===== src/rtl/light_pkg.sv =====
// Shared definitions for the traffic light controller and its downstream counter:
// phase encoding and default phase durations in seconds.
package light_pkg;

    localparam int TIMER_W = 6;

    typedef enum logic [1:0] {
        ST_RED    = 2'd0,
        ST_GREEN  = 2'd1,
        ST_YELLOW = 2'd2,
        ST_FLASH  = 2'd3
    } light_state_t;

    localparam logic [TIMER_W-1:0] T_RED_DEFAULT    = 6'd18;
    localparam logic [TIMER_W-1:0] T_GREEN_DEFAULT  = 6'd15;
    localparam logic [TIMER_W-1:0] T_YELLOW_DEFAULT = 6'd3;
    localparam logic [TIMER_W-1:0] T_FLASH_DEFAULT  = 6'd1;

endpackage


===== src/rtl/light_expiry.sv =====
// Expiry detector: a phase may only end once the counter has been seen non-zero,
// so a stale zero left over from the previous phase never advances the FSM twice.
module light_expiry
    import light_pkg::*;
(
    input  logic               clk,
    input  logic               reset,
    input  logic [TIMER_W-1:0] counter_value,
    input  logic               state_change,
    output logic               expiry
);

    logic armed_reg;
    logic armed_next;

    always_comb begin
        armed_next = armed_reg;
        if (state_change) begin
            armed_next = 1'b0;
        end else if (counter_value != '0) begin
            armed_next = 1'b1;
        end
    end

    always_ff @(posedge clk) begin
        if (!reset) begin
            armed_reg <= 1'b0;
        end else begin
            armed_reg <= armed_next;
        end
    end

    assign expiry = armed_reg && (counter_value == '0);

endmodule


===== src/rtl/light_controller.sv =====
// Traffic light phase sequencer with pedestrian walk request and night flashing mode.
// Phase durations are handed to an external down-counter whose zero ends the phase.
module light_controller
    import light_pkg::*;
#(
    parameter logic [5:0] T_RED    = T_RED_DEFAULT,
    parameter logic [5:0] T_GREEN  = T_GREEN_DEFAULT,
    parameter logic [5:0] T_YELLOW = T_YELLOW_DEFAULT,
    parameter logic [5:0] T_FLASH  = T_FLASH_DEFAULT
) (
    input  logic       clk,
    input  logic       reset,
    input  logic [5:0] counter_value,
    input  logic       ped_req,
    input  logic       night_mode,
    output logic [5:0] timer_value,
    output logic       red,
    output logic       yellow,
    output logic       green,
    output logic       walk,
    output logic [1:0] phase
);

    light_state_t state_reg, state_next;
    logic         flash_reg, flash_next;
    logic         ped_pend_reg, ped_pend_next;
    logic         expiry;

    // Every expiry is treated as a phase (re)entry, including FLASH staying in
    // FLASH, so the reloaded counter must be seen non-zero before the next toggle.
    light_expiry u_expiry (
        .clk           (clk),
        .reset         (reset),
        .counter_value (counter_value),
        .state_change  (expiry),
        .expiry        (expiry)
    );

    always_comb begin
        state_next    = state_reg;
        flash_next    = flash_reg;
        ped_pend_next = ped_pend_reg;

        if (expiry) begin
            unique case (state_reg)
                ST_RED:    state_next = night_mode ? ST_FLASH : ST_GREEN;
                ST_GREEN:  state_next = night_mode ? ST_FLASH : ST_YELLOW;
                ST_YELLOW: state_next = night_mode ? ST_FLASH : ST_RED;
                ST_FLASH:  state_next = night_mode ? ST_FLASH : ST_RED;
            endcase
        end

        if (state_reg != ST_FLASH) begin
            flash_next = 1'b0;
        end else if (expiry) begin
            flash_next = night_mode ? ~flash_reg : 1'b0;
        end

        // A request arriving on the same edge that leaves RED must survive.
        if (state_reg == ST_RED && expiry) begin
            ped_pend_next = 1'b0;
        end
        if (ped_req && state_reg != ST_FLASH) begin
            ped_pend_next = 1'b1;
        end
    end

    always_ff @(posedge clk) begin
        if (!reset) begin
            state_reg    <= ST_RED;
            flash_reg    <= 1'b0;
            ped_pend_reg <= 1'b0;
        end else begin
            state_reg    <= state_next;
            flash_reg    <= flash_next;
            ped_pend_reg <= ped_pend_next;
        end
    end

    always_comb begin
        timer_value = T_RED;
        unique case (state_reg)
            ST_RED:    timer_value = T_RED;
            ST_GREEN:  timer_value = T_GREEN;
            ST_YELLOW: timer_value = T_YELLOW;
            ST_FLASH:  timer_value = T_FLASH;
        endcase
    end

    assign phase  = state_reg;
    assign red    = (state_reg == ST_RED);
    assign green  = (state_reg == ST_GREEN);
    assign yellow = (state_reg == ST_FLASH) ? flash_reg : (state_reg == ST_YELLOW);
    assign walk   = (state_reg == ST_RED) && ped_pend_reg;

endmodule


===== config.mk =====
export PLATFORM = sky130hd
export DESIGN_NAME = light_controller
export DESIGN_NICKNAME = d
export VERILOG_FILES = /design/src/rtl/light_pkg.sv /design/src/rtl/light_expiry.sv /design/src/rtl/light_controller.sv
export SDC_FILE = /design/constraint.sdc
export NUM_CORES = 1
export LEC_CHECK = 0
export BUFFER_PORTS_ARGS = -buffer_cell sky130_fd_sc_hd__buf_4
export CAP_MARGIN = 20
export CORE_AREA = 5 5 42 44
export DETAILED_ROUTE_END_ITERATION = 8
export DIE_AREA = 0 0 47 49
export RECOVER_POWER = 25
export SLEW_MARGIN = 20
export SYNTH_ARGS = -nofsm -noshare
export SYNTH_HDL_FRONTEND = slang
export SYNTH_SLANG_ARGS = --single-unit

===== constraint.sdc =====
create_clock -name clk -period 3.3 [get_ports clk]
set_clock_uncertainty 0.2 [all_clocks]
set_input_delay 0.33 -clock clk [delete_from_list [all_inputs] [get_ports clk]]
set_output_delay 0.33 -clock clk [all_outputs]
set_load 0.02 [all_outputs]

==> metrics.md, run 1 <==
| Metric | Value |
|---|---|
| Largest net degree at the start of global routing | 10 |
| Initial antenna violation count | 0 |
| DP Area | 452 sq um |
| Fmax | 0.569 GHz |
| Post-Syn Instances | 34 |
| Detail Route Antenna Nets | 0 |
| Share of cells above drive strength 1 | 43.6% |
| PD cells | 335 mW/mm^2 |
| Compound-Gate Fraction of Synth Area | 14.0% |
| Initial Util | 21.7% |
| Worst setup path class | register to output pin |
| Mux cell area share after synthesis | 9.88% |
| Fillcell total | 155 |
| Post-synth top area share | 32.9% |
| Worst path required time | 2770 ps |
| Placer Congestion | 0.660 |
| Post-CTS Setup Repair Bufs | 0 |
| Number of synthesis warnings | 0 |
| FP Rows | 14 |
| Hold Fails Final Rpt | 0 |
| Final #Nets | 66 |
| Status | completed |
| Synth area leader | dfxtp_1 |
| DR pass1 iterations | 1 |
| Register area | 100 sq um |
| Multi-input gate area | 159 sq um |
| Synth area leaders | dfxtp_1 33%, mux2i_1 9.9%, buf_4 7.4% |
| I/O Buffers | 20 |
| Fin area | 463 sq um |
| Vias in the first global route | 288 |
| Detailed placement HPWL | 601 um |
| Max-slew violations | 0 |
| Dpl cells | 67 |
| Simple-Gate Fraction of Synth Area | 32.1% |
| Fin Setup TNS | 0 ps |
| Crit path time final | 1760 ps |
| Leakage | 0.245 nW |
| Actual slew at the worst max-slew pin | 576 ps |
| Seq cells post-synth | 5 |
| CTS tree | built |
| Worst Hold Class | input pin to register |
| Seq/Total Area, Yosys | 32.9% |
| Clock slew at reported path FFs | 50 ps |
| Critical Path End Type | output pin |
| Area Growth Syn to Fin | 52.3% |
| Utilization after layout | 33.0% |
| Crit Path Max Fanout | 9 |
| CORE AREA | 0.00140 sq mm |
| 1st-iter DRT viols | 0 |
| Die ar. | 0.00230 sq mm |
| Pwr Total | 0.155 mW |
| Max FFs per register | 2 |
| Post-CTS resize count | 0 |
| Netlist cell types | 19 |
| Num CTS Buffers | 3 |
| Max Cap Viol | 0 |
| Syn Nets | 44 |
| CP arrival | 1230 ps |
| Gr usage total | 7.82% |
| Setup-failing EPs final | 0 |
| Avg Inst Size Synth | 8.94 sq um |
| Post-route setup slack | 1540 ps |
| Worst setup SP type | register |
| Routed WL per cell | 10.7 um |
| Mapped cell area | 304 sq um |
| Peak VDD IR | 0.0890 mV |
| Number of hold buffers added after cts | 0 |
| Via density | 4.28 |
| IO Pins | 22 |
| Root buffer cell | clkbuf_4 |
| Routed via count | 304 |
| Slew margin rel. | 61.3% |
| RSZ-0062 raised after global routing | no |
| Die Ht | 49 um |
| Xor-xnor portion of the synthesized cell area | 0% |
| Adder-Cell Fraction of Synth Area | 0% |
| Clock latency on the worst-skew pair | 240 ps |
| Grt total ovfl | 0 |
| Pre-CTS setup slack | 1800 ps |
| Maximum root-to-sink buffer count | 2 |
| Die X | 47 um |
| Hold slack final | 171 ps |
| Largest family of logic cells by synthesized area | simple AND/OR/NAND/NOR gates |
| ANT cells | 0 |
| DRC | 0 |
| H-tree levels | 1 |
| Final worst-path cycle share | 53.2% |
| CTS Sinks | 5 |
| First-pass GRT wire length | 1240 um |
| Total Routed Length | 763 um |
| Non-filler cells, final | 71 |
-- cells in the mapped netlist --
library cell / instances
mux2i_1: 3
a21o_1: 1
o21ai_1: 1
conb_1: 1
o21ai_0: 1
or3_1: 1
and3_1: 1
nor2b_1: 2
buf_4: 3
and2_1: 1
inv_1: 2
nor2_1: 2
a21boi_0: 2
nand3_4: 1
nand3_1: 1
dfxtp_1: 5
nand2_1: 4
nor4_4: 1
o211a_1: 1
-- critical path: stages, from the launching register on --
cell and delay (ps):
dfxtp_1 380, nor2_1 290, and2_1 180, buf_4 130
-- path summary, 6_finish.rpt --
| kind | start | end | slack (ps) | cells past startpoint |
|---|---|---|---|---|
| setup / recovery | phase[1] | walk | 1540 | 3 |
| hold / removal | reset | ped_pend_reg | 170 | 2 |
| setup reg to reg | phase[0] | ped_pend_reg | 2030 | 2 |
| hold reg to reg | flash_reg | flash_reg | 260 | 2 |
-- logic make-up after synthesis --
| logic type | count (synthesis) |
|---|---|
| DFF | 5 |
| and+or+nand+nor | 14 |
| other | 1 |
| buffers and inverters | 5 |
| AOI/OAI and AO/OA | 6 |
| muxes | 3 |
-- per-layer routing --
metal,part of all wire (%),global-route usage [%],up-vias
met1,39,8.59,133
met3,12,2.95,2
met5,0,0,-
met2,45,9.73,14
met4,3.7,9.68,0
li1,-,-,155
-- final cells by class --
| class | count | area share [%] |
|---|---|---|
| clock buffers | 4 | 5.68 |
| inverters | 2 | 1.62 |
| multi-input cells | 24 | 34.3 |
| flip-flops and latches | 5 | 21.6 |
| well taps | 16 | 4.32 |
| repair buffers | 20 | 32.4 |
-- where the power goes --
group          internal, mW  leakage (nW)  switching [mW]  total [mW]
Clock                0.0457        0.0150          0.0248      0.0705
Sequential           0.0624        0.0410         0.00114      0.0635
Combinational        0.0119         0.189         0.00922      0.0211
Total                 0.120         0.245          0.0352       0.155
-- layout by cell type, fill, tap and decap left out, drive strengths merged, types with 2 or more instances in the layout --
cell type,netlist,routed
clkbuf,0,5
nand2,4,4
nor2b,2,2
inv,2,2
mux2i,3,3
o21ai,2,2
dfxtp,5,5
buf,3,19
a21boi,2,2
nor2,2,2
nand3,2,2
Note: power is estimated with default switching activity, not from simulation.
==> inputs of run 2 (changes only) <==
--- a/config.mk
+++ b/config.mk
@@ -5,6 +5,7 @@
 export SDC_FILE = /design/constraint.sdc
 export NUM_CORES = 1
 export LEC_CHECK = 0
+export ABC_AREA = 1
 export BUFFER_PORTS_ARGS = -buffer_cell sky130_fd_sc_hd__buf_4
 export CAP_MARGIN = 20
 export CORE_AREA = 5 5 42 44
==> constraint.sdc (replaced) <==
create_clock -name clk -period 1.5 [get_ports clk]
set_clock_uncertainty 0.2 [all_clocks]
set_input_delay 0.15 -clock clk [delete_from_list [all_inputs] [get_ports clk]]
set_output_delay 0.15 -clock clk [all_outputs]
set_load 0.02 [all_outputs]
==> run 2 against run 1 <==
  * Global-route usage rose by 1.1 points
  * Sequential power increased by 120%
  * Area after synthesis up 6.6%
  * Non-clock buffer count up 5
  * Synthesized cell count rose by 35%
  * Via count is 19% higher
  * Critical path depth did not move
  * Combinational power rose to 2.9 times the previous value
  * Clock power grew 130%
  * Critical path type unchanged
  * Largest cell class is now non-clock buffers
  * Largest power group unchanged
==> metrics.md, run 2 <==
| Metric | Value |
|---|---|
| PD cells | 666 mW/mm^2 |
| Critical Path End Type | output pin |
| I/O Buffers | 20 |
| Detail Route Antenna Nets | 0 |
| Placer Congestion | 0.719 |
| Root buffer cell | clkbuf_4 |
| Final worst-path cycle share | 93.7% |
| Worst Hold Class | input pin to register |
| DRC | 0 |
| Final #Nets | 83 |
| H-tree levels | 1 |
| Post-Syn Instances | 46 |
| R2R cell count | 4 |
| CP peak stage delay | 380 ps |
| Vias in the first global route | 346 |
| Reg2Reg Capture Point | phase[0] |
| CORE AREA | 0.00140 sq mm |
| Number of synthesis warnings | 0 |
| Commonest non-fill, non-tap cell in the layout | buf_4 |
| Worst setup path class | register to output pin |
| Fmax | 0.711 GHz |
| Max stage delay cell, worst path | dfxtp_2 |
| Net Switching | 0.0951 mW |
| Leakage | 0.282 nW |
| Routed via count | 361 |
| Pwr Total | 0.366 mW |
| Maximum root-to-sink buffer count | 2 |
| DR pass1 iterations | 4 |
| Syn Nets | 56 |
| Seq/Total Area, Yosys | 30.9% |
| ANT cells | 0 |
| FP Rows | 14 |
| Most frequent cells in the layout | 21 x buf_4, 8 x inv_1, 6 x nor2_1, 6 x nand2_1, 4 x nor2_2 |
| Via density | 4.10 |
| CTS tree | built |
| CP startpoint | phase[0] |
| Seq cells post-synth | 5 |
| Synth area leader | dfxtp_1 |
| Post-synth top area share | 30.9% |
| Dpl cells | 79 |
| Area Growth Syn to Fin | 69.5% |
| Avg Inst Size Synth | 7.04 sq um |
| Synth Flop Type | dfxtp_1 |
| Utilization after layout | 39.2% |
| Non-filler cells, final | 88 |
| Clock slew at reported path FFs | 50 ps |
| Largest net degree at the start of global routing | 8 |
| Post-synth top cells | 8 x inv_1, 7 x nor2_1, 6 x nand2_1 |
| Status | completed |
| Max-slew violations | 0 |
| Mapped cell area | 324 sq um |
| Peak VDD IR | 0.432 mV |
| Crit path time final | 1410 ps |
| Sequential share of power | 38.3% |
| Count leader, synth | inv_1 |
| Sw Ratio | 26.0% |
| Hold Fails Final Rpt | 0 |
| Clock latency on the worst-skew pair | 250 ps |
| Crit path cell chain | inv_1 > nor2_1 > buf_4 |
| Initial Util | 23.1% |
| Synth area leaders | dfxtp_1 31%, inv_1 9.3%, nor2_1 8.1% |
| Worst setup SP type | register |
| Grt total ovfl | 0 |
| Num CTS Buffers | 3 |
| Worst path required time | 1150 ps |
| First-pass GRT wire length | 1390 um |
| Die ar. | 0.00230 sq mm |
| Total Routed Length | 860 um |
| DP Area | 479 sq um |
| Post-synth EDFFs | 0 |
| Comb pwr share | 16.9% |
| Netlist cell types | 18 |
| Crit Path Max Fanout | 5 |
| 1st-iter DRT viols | 2 |
| Register-to-register setup slack | 430 ps |
| Share of flip-flops with an asynchronous set or reset | 0% |
| CP endpoint | green |
| Fin area | 549 sq um |
| Setup-failing EPs final | 0 |
| Max FFs per register | 2 |
| Internal power | 0.271 mW |
| R2R Path Start | phase[1] |
| Routed WL per cell | 9.77 um |
| RSZ-0062 raised after global routing | no |
| CTS Sinks | 5 |
| Die Ht | 49 um |
| Gr usage total | 8.89% |
| Die X | 47 um |
| Initial antenna violation count | 0 |
| CP arrival | 1060 ps |
| Clock power frac | 44.7% |
| Max Cap Viol | 0 |
| Share of cells above drive strength 1 | 52.8% |
| Detailed placement HPWL | 655 um |
| IO Pins | 22 |
[run 2: worst max-delay path: cells and delay by family (launching register included)]
kind                   cells  cell delay [ps]
buffers and inverters      2              260
flip-flops                 1              380
AND/OR/NAND/NOR            1              170
[run 2: metrics by stage]
stage               hold WS [ps]  setup TNS, ps  setup slack (ps)
CTS                         2.02              0              55.5
floorplan                   47.6          -20.8             -20.8
global placement             176              0               281
finish                      6.81              0              94.1
global route                21.7              0              8.04
detailed placement           178              0               279
[run 2: timing repair]
| item | CTS | global route |
|---|---|---|
| hold buffers | 3 | 0 |
| pin swaps | 0 | 1 |
| setup buffers | 0 | 2 |
| hold endpoints to repair | 5 | 0 |
| endpoints found under the setup margin | 1 | 1 |
| resized for setup | 1 | 1 |
[run 2: final cells by class]
cell class,instances,area (sq um)
Inverter,8,30.0
Clock buffer,4,26.3
Tap cell,16,20.0
Multi-Input combinational cell,30,179
Fill cell,159,852
Sequential cell,5,103
Timing Repair Buffer,25,191
[run 2: worst min-delay path by stage]
stage / startpoint / end / slack (ps) / cells after the start
3_5_place_dp: reset / u_expiry.armed_reg / 180 / 3
4_1_cts: counter_value[0] / u_expiry.armed_reg / 2 / 5
2_1_floorplan: reset / u_expiry.armed_reg / 50 / 2
5_1_grt: counter_value[0] / u_expiry.armed_reg / 20 / 5
3_3_place_gp: reset / u_expiry.armed_reg / 180 / 3
6_report: counter_value[0] / u_expiry.armed_reg / 7 / 5
[run 2: power by group through the flow]
| stage | sequential (mW) | combinational (mW) | clock (mW) |
|---|---|---|---|
| 2_1_floorplan | 0.143 | 0.0281 | 0 |
| 3_3_place_gp | 0.143 | 0.0555 | 0 |
| 3_5_place_dp | 0.143 | 0.0563 | 0 |
| 4_1_cts | 0.140 | 0.0628 | 0.170 |
| 5_1_grt | 0.141 | 0.0680 | 0.184 |
| 6_report | 0.140 | 0.0619 | 0.164 |
[run 2: layer usage]
| layer | routed length, um | vias to the layer above | GRT usage (%) |
|---|---|---|---|
| met5 | 0 | - | 0 |
| met4 | 27 | 0 | 5.53 |
| met3 | 104 | 4 | 7.01 |
| met2 | 412 | 16 | 12.0 |
| met1 | 315 | 153 | 9.29 |
| li1 | - | 188 | - |
[run 2: cells by family (layout without fill, tap and decap cells)]
family	after synthesis	in the layout	share of synthesized area, %
and+or+nand+nor	22	22	35.9
buffers and inverters	11	37	16.2
AOI/OAI and AO/OA	7	7	15.8
DFF	5	5	30.9
other	1	1	1.16
==> inputs of run 3 (changes only) <==
--- a/config.mk
+++ b/config.mk
@@ -5,10 +5,10 @@
 export SDC_FILE = /design/constraint.sdc
 export NUM_CORES = 1
 export LEC_CHECK = 0
-export ABC_AREA = 1
 export BUFFER_PORTS_ARGS = -buffer_cell sky130_fd_sc_hd__buf_4
 export CAP_MARGIN = 20
 export CORE_AREA = 5 5 42 44
+export CTS_BUF_LIST = sky130_fd_sc_hd__clkbuf_8
 export DETAILED_ROUTE_END_ITERATION = 8
 export DIE_AREA = 0 0 47 49
 export RECOVER_POWER = 25
==> run 3 against run 2 <==
  * First-iteration DRC count down 100%
  * Clock power up 49%
  * Critical endpoint is now walk
  * Highest routed layer unchanged
  * Sequential cell count is the same
  * Sequential share of layout area grew 2.4 points
  * Core utilization down 4.5 points
  * Via count fell by 15%
==> metrics.md, run 3 (synthesized netlist as in run 1, its figures left out) <==
| Metric | Value |
|---|---|
| Worst setup SP type | register |
| Routed WL per cell | 10.3 um |
| Via density | 4.34 |
| Area Growth Syn to Fin | 60.1% |
| Non-filler cells, final | 71 |
| Worst setup path class | register to output pin |
| Crit Path Max Fanout | 9 |
| Gr usage total | 7.27% |
| Clock latency on the worst-skew pair | 220 ps |
| Max Cap Viol | 0 |
| Crit path time final | 1400 ps |
| Largest net degree at the start of global routing | 10 |
| Die X | 47 um |
| Max-slew violations | 0 |
| Slew margin rel. | 57.9% |
| Sw Ratio | 21.1% |
| Fin Setup TNS | 0 ps |
| Dpl cells | 67 |
| Vias in the first global route | 270 |
| DR pass1 iterations | 1 |
| Peak VDD IR | 0.499 mV |
| H-tree levels | 1 |
| Final worst-path cycle share | 93.0% |
| Die ar. | 0.00230 sq mm |
| Num CTS Buffers | 3 |
| Routed via count | 308 |
| Clock slew at reported path FFs | 40 ps |
| DRC | 0 |
| Max FFs per register | 2 |
| Root buffer cell | clkbuf_8 |
| First-pass GRT wire length | 1120 um |
| 1st-iter DRT viols | 0 |
| Maximum root-to-sink buffer count | 2 |
| Detail Route Antenna Nets | 0 |
| Post-CTS Setup Repair Bufs | 0 |
| Initial antenna violation count | 0 |
| Clock power frac | 56.7% |
| RSZ-0062 raised after global routing | no |
| CTS tree | built |
| Setup-failing EPs final | 0 |
| FP Rows | 14 |
| Total Routed Length | 728 um |
| PD cells | 885 mW/mm^2 |
| CTS Sinks | 5 |
| Register-to-register setup slack | 270 ps |
| Actual slew at the worst max-slew pin | 626 ps |
| Hold slack final | 3.54 ps |
| I/O Buffers | 20 |
| Grt total ovfl | 0 |
| CP arrival | 1050 ps |
| Sequential share of power | 32.5% |
| Final #Nets | 66 |
| Commonest non-fill, non-tap cell in the layout | buf_4 |
| Status | completed |
| Worst path required time | 1150 ps |
| Share of cells above drive strength 1 | 49.1% |
| Net Switching | 0.0910 mW |
| Pwr Total | 0.431 mW |
| Critical Path End Type | output pin |
| IO Pins | 22 |
| Die Ht | 49 um |
| Hold Fails Final Rpt | 0 |
| Fmax | 0.717 GHz |
| Leakage | 0.259 nW |
| Comb pwr share | 10.8% |
| ANT cells | 0 |
| Placer Congestion | 0.660 |
| Worst Hold Class | input pin to register |
| Internal power | 0.340 mW |
| Initial Util | 21.7% |
| Most frequent cells in the layout | 19 x buf_4, 4 x nand2_1 |
| CORE AREA | 0.00140 sq mm |
-- run 3: critical path, cell delays in order, from the launching register on --
cell and delay (ps):
dfxtp_2 350, nor2_2 190, and2_1 150, buf_4 130
-- run 3: final cells by class --
class,instances,area [sq um]
clock buffer,3,41.3
clock inverter,1,3.75
fill,148,915
inverter,2,7.51
multi-input combinational,24,161
sequential,5,103
tap,16,20.0
timing repair buffer,20,150
-- run 3: stage by stage --
stage          util [%]  instance area, sq um  setup WS (ps)
4_1_cts            35.6                   499           39.2
3_3_place_gp       32.2                   452            198
2_1_floorplan         -                   304          -2.14
3_5_place_dp       32.2                   452            195
6_report           34.7                   487            104
5_1_grt            34.7                   487           37.3
-- run 3: metal layers --
layer  GRT usage [%]  routed length, um  up-vias
met4            11.1                 51        0
met3            1.48                 87        5
met2            8.82                293       17
met5               0                  0        -
met1            7.96                296      132
li1                -                  -      154
-- run 3: power by group through the flow --
stage	registers [mW]	logic, mW	clock network [mW]
3_3_place_gp	0.142	0.0508	0
4_1_cts	0.140	0.0509	0.245
2_1_floorplan	0.142	0.0224	0
6_report	0.140	0.0465	0.244
3_5_place_dp	0.142	0.0508	0
5_1_grt	0.140	0.0511	0.254
-- run 3: path summary, 6_finish.rpt --
path	start	endpoint	cells past startpoint
setup / recovery	phase[0]	walk	3
hold / removal	reset	ped_pend_reg	2
setup reg to reg	phase[0]	ped_pend_reg	2
hold reg to reg	flash_reg	flash_reg	2
-- run 3: repair_timing --
| action | 4_1_cts | 5_1_grt |
|---|---|---|
| resized for setup | 1 | 2 |
| hold buffers | 0 | 0 |
| setup endpoints to repair | 1 | 3 |
| hold endpoints to repair | 0 | 0 |
